### src/rtl/cpu_ctrl_fsm_if.sv
// Control/handshake bundle between the CPU control sequencer (master) and the
// datapath / memory side (slave).
interface cpu_ctrl_fsm_if;
  localparam int OPCODE_SIZE = 5;

  logic                   run;
  logic [OPCODE_SIZE-1:0] opcode;
  logic                   mem_ready;
  logic                   mem_req;
  logic                   addr_sel;
  logic                   load_en;
  logic [2:0]             load_select;
  logic                   pc_inc;
  logic                   alu_en;
  logic                   instr_done;
  logic                   halted;
  logic                   illegal_op;
  logic                   bus_err;

  modport master (
    input  run, opcode, mem_ready,
    output mem_req, addr_sel, load_en, load_select, pc_inc, alu_en,
           instr_done, halted, illegal_op, bus_err
  );

  modport slave (
    output run, opcode, mem_ready,
    input  mem_req, addr_sel, load_en, load_select, pc_inc, alu_en,
           instr_done, halted, illegal_op, bus_err
  );
endinterface

### src/rtl/cpu_ctrl_fsm.sv
// Multi-cycle fetch/decode/execute sequencer for the 19-bit CPU datapath.
// Outputs are Moore-decoded from the state register; illegal_op/bus_err are sticky flops.
module cpu_ctrl_fsm #(
  parameter int MEM_TIMEOUT = 15
) (
  input logic            clk,
  input logic            rst_n,
  cpu_ctrl_fsm_if.master bus
);
  localparam int OPCODE_SIZE = 5;
  localparam int CNT_W       = $clog2(MEM_TIMEOUT + 1);
  localparam logic [CNT_W-1:0] CNT_MAX = CNT_W'(MEM_TIMEOUT);

  localparam logic [2:0] SEL_PC = 3'b000;
  localparam logic [2:0] SEL_IR = 3'b001;
  localparam logic [2:0] SEL_A  = 3'b010;
  localparam logic [2:0] SEL_B  = 3'b011;
  localparam logic [2:0] SEL_C  = 3'b100;

  typedef enum logic [2:0] {
    S_IDLE    = 3'd0,
    S_FETCH   = 3'd1,
    S_LOAD_IR = 3'd2,
    S_DECODE  = 3'd3,
    S_MEM     = 3'd4,
    S_EXEC    = 3'd5,
    S_WB      = 3'd6,
    S_HALT    = 3'd7
  } state_t;

  typedef enum logic [2:0] {
    K_NOP = 3'd0,
    K_LDA = 3'd1,
    K_LDB = 3'd2,
    K_LDC = 3'd3,
    K_ALU = 3'd4,
    K_JMP = 3'd5,
    K_HLT = 3'd6,
    K_ILL = 3'd7
  } kind_t;

  function automatic kind_t decode_op(input logic [OPCODE_SIZE-1:0] op);
    kind_t k;
    casez (op)
      5'b00000: k = K_NOP;
      5'b00001: k = K_LDA;
      5'b00010: k = K_LDB;
      5'b00011: k = K_LDC;
      5'b01???: k = K_ALU;
      5'b10000: k = K_JMP;
      5'b11111: k = K_HLT;
      default:  k = K_ILL;
    endcase
    return k;
  endfunction

  state_t           state_r;
  state_t           state_s;
  logic [CNT_W-1:0] cnt_r;
  logic [CNT_W-1:0] cnt_s;
  kind_t            kind_r;
  kind_t            kind_s;
  kind_t            dec_s;
  logic             illegal_r;
  logic             bus_err_r;
  logic             set_illegal_s;
  logic             set_bus_err_s;

  logic             mem_req_s;
  logic             addr_sel_s;
  logic             load_en_s;
  logic [2:0]       load_select_s;
  logic             pc_inc_s;
  logic             alu_en_s;
  logic             instr_done_s;
  logic             halted_s;

  assign dec_s = decode_op(bus.opcode);

  // State, wait counter, latched operation type and sticky status flags.
  always_ff @(posedge clk) begin
    if (!rst_n) begin
      state_r   <= S_IDLE;
      cnt_r     <= '0;
      kind_r    <= K_NOP;
      illegal_r <= 1'b0;
      bus_err_r <= 1'b0;
    end else begin
      state_r   <= state_s;
      cnt_r     <= cnt_s;
      kind_r    <= kind_s;
      illegal_r <= illegal_r | set_illegal_s;
      bus_err_r <= bus_err_r | set_bus_err_s;
    end
  end

  // Next-state, wait-counter and flag-set logic.
  always_comb begin
    state_s       = state_r;
    cnt_s         = cnt_r;
    kind_s        = kind_r;
    set_illegal_s = 1'b0;
    set_bus_err_s = 1'b0;
    case (state_r)
      S_IDLE: begin
        if (bus.run) begin
          state_s = S_FETCH;
          cnt_s   = '0;
        end else begin
          state_s = S_IDLE;
        end
      end
      S_FETCH, S_MEM: begin
        // Ready in the timeout cycle itself still completes the access normally.
        if (bus.mem_ready) begin
          state_s = (state_r == S_FETCH) ? S_LOAD_IR : S_WB;
        end else if (cnt_r == CNT_MAX) begin
          state_s       = S_HALT;
          set_bus_err_s = 1'b1;
        end else begin
          cnt_s = cnt_r + CNT_W'(1);
        end
      end
      S_LOAD_IR: state_s = S_DECODE;
      S_DECODE: begin
        kind_s = dec_s;
        case (dec_s)
          K_NOP: begin
            state_s = S_FETCH;
            cnt_s   = '0;
          end
          K_LDA, K_LDB, K_LDC: begin
            state_s = S_MEM;
            cnt_s   = '0;
          end
          K_ALU:   state_s = S_EXEC;
          K_JMP:   state_s = S_WB;
          K_HLT:   state_s = S_HALT;
          default: begin
            state_s       = S_HALT;
            set_illegal_s = 1'b1;
          end
        endcase
      end
      S_EXEC: state_s = S_WB;
      S_WB: begin
        state_s = S_FETCH;
        cnt_s   = '0;
      end
      S_HALT:  state_s = S_HALT;
      default: state_s = S_IDLE;
    endcase
  end

  // Moore output decode; WB target comes from the operation latched in DECODE.
  always_comb begin
    mem_req_s     = 1'b0;
    addr_sel_s    = 1'b0;
    load_en_s     = 1'b0;
    load_select_s = SEL_PC;
    pc_inc_s      = 1'b0;
    alu_en_s      = 1'b0;
    instr_done_s  = 1'b0;
    halted_s      = 1'b0;
    case (state_r)
      S_FETCH: mem_req_s = 1'b1;
      S_LOAD_IR: begin
        load_en_s     = 1'b1;
        load_select_s = SEL_IR;
        pc_inc_s      = 1'b1;
      end
      S_DECODE: instr_done_s = (dec_s == K_NOP);
      S_MEM: begin
        mem_req_s  = 1'b1;
        addr_sel_s = 1'b1;
      end
      S_EXEC: alu_en_s = 1'b1;
      S_WB: begin
        load_en_s    = 1'b1;
        instr_done_s = 1'b1;
        case (kind_r)
          K_LDA:        load_select_s = SEL_A;
          K_LDB:        load_select_s = SEL_B;
          K_LDC, K_ALU: load_select_s = SEL_C;
          default:      load_select_s = SEL_PC;
        endcase
      end
      S_HALT:  halted_s = 1'b1;
      default: halted_s = 1'b0;
    endcase
  end

  assign bus.mem_req     = mem_req_s;
  assign bus.addr_sel    = addr_sel_s;
  assign bus.load_en     = load_en_s;
  assign bus.load_select = load_select_s;
  assign bus.pc_inc      = pc_inc_s;
  assign bus.alu_en      = alu_en_s;
  assign bus.instr_done  = instr_done_s;
  assign bus.halted      = halted_s;
  assign bus.illegal_op  = illegal_r;
  assign bus.bus_err     = bus_err_r;

endmodule

### src/flat_wrapper.sv
// flat-port wrapper written by rule: the top's interface ports become plain ports
module cpu_ctrl_fsm_flat 
#(
  parameter int MEM_TIMEOUT = 15
)
  (clk, rst_n, bus_run, bus_opcode, bus_mem_ready, bus_mem_req, bus_addr_sel, bus_load_en, bus_load_select, bus_pc_inc, bus_alu_en, bus_instr_done, bus_halted, bus_illegal_op, bus_bus_err);
  cpu_ctrl_fsm_if bus_i ();
  input logic clk;
  input logic rst_n;
  input wire logic [$bits(bus_i.run)-1:0] bus_run;
  input wire logic [$bits(bus_i.opcode)-1:0] bus_opcode;
  input wire logic [$bits(bus_i.mem_ready)-1:0] bus_mem_ready;
  output wire logic [$bits(bus_i.mem_req)-1:0] bus_mem_req;
  output wire logic [$bits(bus_i.addr_sel)-1:0] bus_addr_sel;
  output wire logic [$bits(bus_i.load_en)-1:0] bus_load_en;
  output wire logic [$bits(bus_i.load_select)-1:0] bus_load_select;
  output wire logic [$bits(bus_i.pc_inc)-1:0] bus_pc_inc;
  output wire logic [$bits(bus_i.alu_en)-1:0] bus_alu_en;
  output wire logic [$bits(bus_i.instr_done)-1:0] bus_instr_done;
  output wire logic [$bits(bus_i.halted)-1:0] bus_halted;
  output wire logic [$bits(bus_i.illegal_op)-1:0] bus_illegal_op;
  output wire logic [$bits(bus_i.bus_err)-1:0] bus_bus_err;
  assign bus_i.run = bus_run;
  assign bus_i.opcode = bus_opcode;
  assign bus_i.mem_ready = bus_mem_ready;
  assign bus_mem_req = bus_i.mem_req;
  assign bus_addr_sel = bus_i.addr_sel;
  assign bus_load_en = bus_i.load_en;
  assign bus_load_select = bus_i.load_select;
  assign bus_pc_inc = bus_i.pc_inc;
  assign bus_alu_en = bus_i.alu_en;
  assign bus_instr_done = bus_i.instr_done;
  assign bus_halted = bus_i.halted;
  assign bus_illegal_op = bus_i.illegal_op;
  assign bus_bus_err = bus_i.bus_err;
  cpu_ctrl_fsm #(.MEM_TIMEOUT(MEM_TIMEOUT)) u_core (.clk(clk), .rst_n(rst_n), .bus(bus_i));
endmodule
### config.mk
export PLATFORM = sky130hd
export DESIGN_NAME = cpu_ctrl_fsm_flat
export DESIGN_NICKNAME = d
export VERILOG_FILES = /design/src/rtl/cpu_ctrl_fsm_if.sv /design/src/rtl/cpu_ctrl_fsm.sv /design/src/flat_wrapper.sv
export SDC_FILE = /design/constraint.sdc
export NUM_CORES = 1
export LEC_CHECK = 0
export BUFFER_PORTS_ARGS = -buffer_cell sky130_fd_sc_hd__buf_2
export CORE_ASPECT_RATIO = 1.4
export CORE_UTILIZATION = 31
export DETAILED_ROUTE_END_ITERATION = 8
export PLACE_DENSITY = 0.5
export SLEW_MARGIN = 40
export SYNTH_ARGS = -nofsm -noshare
export SYNTH_HDL_FRONTEND = slang
export SYNTH_SLANG_ARGS = --single-unit
### constraint.sdc
create_clock -name clk -period 1.6 [get_ports clk]
set_input_delay 0.08 -clock clk [delete_from_list [all_inputs] [get_ports clk]]
set_output_delay 0.08 -clock clk [all_outputs]
set_load 0.03 [all_outputs]
* Word level (Yosys, flattened, before mapping)
Index checks and enable logic that the tools add are counted.
Operators by class: add/sub/neg operators 1, equal/unequal tests 29, muxes and demuxes 26, bitwise operators 2, reduce and logical (&&, ||, !) cells 11
Operators with widths (number):
- $pmux 3 s7 | 2
- $eq 3x3->1 const B | 8
- $eq 3x2->1 const B | 6
- $mux 4 | 4
- $pmux 4 s4 | 1
- $mux 1 | 12
- $pmux 3 s4 | 1
- $eq 5x2->1 const B | 2
- $eq 5x5->1 const B | 2
- $eq 3x1->1 const B | 3
- $mux 3 | 3
- $pmux 3 s3 | 1
- $ne 2x2->1 const B | 4
- $reduce_or 7->1 | 1
- $logic_not 3->1 | 2
- $pmux 3 s2 | 1
- $reduce_or 2->1 | 3
- $eq 5x1->1 const B | 1
- $logic_not 5->1 | 1
- $reduce_and 5->1 | 1
- $add 4x1->4 const B | 1
- $eq 4x4->1 const B | 1
- $reduce_bool 4->1 | 1
- $reduce_or 4->1 | 1
- other kinds (5) | 6
Storage, ports and cells: flip-flop bits (word level) 12

* Logic depth before layout (Yosys ltp)
word-level depth 7, depth in mapped cells 7

* Worst setup path before layout
OpenSTA, ideal clock, no wires.
path type flip-flop to flip-flop, from reg u_core.state_r[2], to reg u_core.cnt_r[1], library setup time 72 ps, arrival 1466 ps, setup slack 62 ps, stages on the path, launching flop included 8, clock period less this slack 1538 ps, cells stage by stage dfxtp_1 buf_4 xnor2_1 or2_2 clkbuf_1 inv_1 o211ai_1 a21oi_1
Between the ends: cells in the longest elaborated chain, start to end 4, elaborated cells between the ends (all ways) 13, those cells by class eq/ne (8); mux (1); reduce/logical (4)
RTL lines:
- start: declaration | line cpu_ctrl_fsm.sv:57 | state_t state_r;
- start signal: assignment | line cpu_ctrl_fsm.sv:89 | state_r <= state_s;
- $eq 3x3->1 or $eq 3x1->1 (tied branches) | line cpu_ctrl_fsm.sv:104 | case (state_r)
- $reduce_or 2->1 (no source line)
- $ne 2x2->1 (no source line) or $reduce_bool 4->1 (tied branches)
- $reduce_and 5->1 (no source line)
- end signal: assignment | line cpu_ctrl_fsm.sv:90 | cnt_r <= cnt_s;
- end: declaration | line cpu_ctrl_fsm.sv:59 | logic [CNT_W-1:0] cnt_r;
Several ways; a longest one is shown, not always the timed one. A chain may end at the register's enable or synchronous reset.

* Final worst setup path
from reg u_core.state_r[2], to reg u_core.cnt_r[0]
Same word-level chain as after synthesis.

==> metrics.md <==
| Metric | Value |
|---|---|
| CP arrival | approximately 1.7 ns |
| DIE HEIGHT | ~63 microns |
| Max-Cap Viols | 0 |
| Reg clk slew, reported paths | ~0.080 ns |
| Worst path top cell family by delay | compound AO/OA/AOI/OAI gates |
| GPL Wtd Cong | around 0.73 |
| Top FF cell, synth | dfxtp_1 |
| Post-Synth Adder-Cell Area | 0.0152 |
| Leakage power | 0.000451 uW |
| H-Tree Depth | 1 |
| Syn_nets | between 100 and 150 |
| Clock Skew | approximately 0.0057 ns |
| Synth cell types | between 40 and 50 |
| Clk Latency, worst-skew pair | 0.28 ns |
| Achievable Freq | 656 MHz |
| Clock Tree Root | clkbuf_4 |
| Least-Margin Pin Slew | around 0.38 ns |
| Num ports | 21 |
| Mux contribution to synthesized area | 0.0122 |
| Number of synthesized flops with an enable pin | 0 |
| Vias per cell | 5.25 |
| Status | finished, final reports clean |
| Gate Count Post-Synth | 106 |
| Synth Area in XOR/XNOR | 0.0320 |
| Register bit count reported by yosys | 12 |
| Sequential element share of the synthesized area | 0.293 |
| Crit path launch type | register |
| Syn Area/Cell | approximately 7.7 sq um |
| Fin nets | roughly 150 |
| CTS tree | yes |
| Layout cells sized above 1 | 0.363 |
| Vias in the first global route | about 790 |
| First-pass GRT wire length | 3430 microns |
| Most common cell after layout, fill and taps aside | buf_2 |
| Die area | approximately 2900 sq um |
| IO buf count | 20 |
| Maximum vdd drop | 0.424 mV |
| Largest net degree at the start of global routing | 12 |
| Main combinational cell family by area after synthesis | compound AO/OA/AOI/OAI gates |
| Cell Area, Synth | between 800 and 900 sq um |
| Area Overhead vs Synth | 35.1% |
| CTS Hold Bufs | 0 |
| PD cells | 726 nW/um^2 |
| Worst Path Buf+Inv | 0 |
| WL per Instance | between 10 and 15 microns |
| DRT iter0 DRCs | 15 |
| Detailed Routing Iterations Pass 1 | 4 |
| Max FO, Critical Path | 4 |
| Post-Route Utilization | 0.454 |
| Clock sink count | 12 |
| CP max-delay cell | or4b_4 |
| Post-CTS Setup Bufs | 0 |
| Async SR Flop Fraction | 0 |
| Initial core utilization | 0.336 |
| Rel. slew slack | 0.740 |
| Initial antenna violation count | 0 |
| Crit path kind | reg -> reg |
| Compound-Gate Fraction of Synth Area | 0.309 |
| Hold Crit Class | in -> reg |
| Fin Setup TNS | 0 ns |
| Core Region | between 2000 and 2500 sq um |
| Crit end category | register |
| CP peak stage delay | ~0.54 ns |
| GRT overflow | 0 |
| Final min period | 1.52 ns |
| Commonest cells after routing, fill and taps aside | 16 x buf_2, 13 x buf_4, 12 x nor2_1 |
| Antenna Cells | 0 |
| Post-DP HPWL | between 1500 and 2000 microns |
| Post-route ant nets | 0 |
| # setup viols final | 0 |
| WP data required | approximately 1.8 ns |
| GRT Overall Usage | 0.159 |
| Die span in x | 45.5 microns |
| Final wirelength | between 2000 and 2500 microns |
| Residual DRC | 0 |
| Vias | roughly 900 |
| CTS Buf Count | 3 |
| Worst path cell trace | or4b_4, o211a_2, a211o_1, a21oi_2 |
| Deepest clock path buffer count | 2 |
| Tcrit/Tclk final | 0.953 |
| Simple-Gate Fraction of Synth Area | 0.287 |
| YS warnings | 0 |
| Row cnt | 21 |
| Fin. max-slew vios | 0 |
| Hold Fails Final Rpt | 0 |
| Total power draw | roughly 810 uW |
-- registers in the layout (all words and copies together) (netlist names) --
signal	count
u_core.bus.illegal_op	1
u_core.state_r	3
u_core.cnt_r	4
u_core.kind_r	3
u_core.bus.bus_err	1
-- worst register-to-register path, cell delays in order, from the launching register on --
cell and delay [ns]:
dfxtp_1 0.33, or4b_4 0.54, o211a_2 0.18, a211o_1 0.31, a21oi_2 0.10
-- cell usage after synthesis (2+ instances only) --
| master | number | area (sq um) |
|---|---|---|
| nor3_1 | 7 | 35.0 |
| inv_1 | 4 | 15.0 |
| a32o_1 | 3 | 30.0 |
| o22ai_1 | 2 | 12.5 |
| dfxtp_1 | 12 | 240 |
| xnor2_1 | 2 | 17.5 |
| nand2b_1 | 3 | 18.8 |
| o21a_1 | 2 | 15.0 |
| o21ai_0 | 3 | 15.0 |
| o211ai_1 | 2 | 15.0 |
| a21boi_0 | 3 | 22.5 |
| and3_1 | 2 | 12.5 |
| nand3_1 | 5 | 25.0 |
| nand3b_1 | 3 | 22.5 |
| clkbuf_1 | 3 | 11.3 |
| nor3b_1 | 2 | 15.0 |
| a211oi_1 | 2 | 15.0 |
| a211o_1 | 2 | 17.5 |
| a21oi_1 | 7 | 35.0 |
| a32oi_1 | 2 | 17.5 |
| nor2_1 | 12 | 45.0 |
| nand2_1 | 4 | 15.0 |
-- timing repair --
item | CTS | global route
resized for setup | 3 | 17
setup endpoints to repair | 2 | 8
pin swaps | 0 | 5
-- metal layers --
metal	vias up	global-route usage	wire length, microns
met5	-	0	0
met4	0	0.0795	34
met3	4	0.0260	57
met2	15	0.261	1120
met1	411	0.189	979
li1	457	-	-
-- final timing paths --
kind	start	end	slack, ns	cells past startpoint
worst min register to register	u_core.bus.illegal_op	u_core.bus.illegal_op	0.47	1
worst max register to register	u_core.state_r[2]	u_core.cnt_r[0]	0.08	4
worst min-delay path	rst_n	u_core.bus.illegal_op	0.08	2
worst max-delay path	u_core.state_r[2]	u_core.cnt_r[0]	0.08	4
-- metrics by stage --
stage / area [sq um] / instances / setup slack, ns / hold slack (ns)
after detailed placement: 1010 / 165 / 0.0397 / 0.382
after CTS: 1060 / 169 / 0.0143 / 0.0833
after floorplan: 821 / 106 / 0.0618 / 0.198
after global routing: 1110 / 169 / -0.00429 / 0.0752
after global placement: 1010 / 165 / 0.0552 / 0.374
final: 1110 / 169 / 0.0758 / 0.0755
-- cells by family (layout without fill, tap and decap cells) --
kind of cell | after synthesis | in the layout
xor+xnor | 3 | 3
fa+ha+maj | 1 | 1
flops | 12 | 12
compound gates | 35 | 35
simple gates | 44 | 44
mux | 1 | 1
buf+inv | 10 | 39
-- cell type report --
cell class | instances | area (sq um)
fill | 254 | 1340
multi-input combinational | 84 | 577
inverter | 5 | 18.8
sequential | 12 | 249
tap | 34 | 42.5
timing repair buffer | 30 | 185
clock buffer | 4 | 36.3
-- where the power goes --
part           leakage (uW)  internal (uW)  switching, uW
clock network     0.0000210            139            109
logic              0.000330            101            129
registers         0.0000997            313           15.3
total              0.000451            552            254
Note: power is estimated with default switching activity, not from simulation.
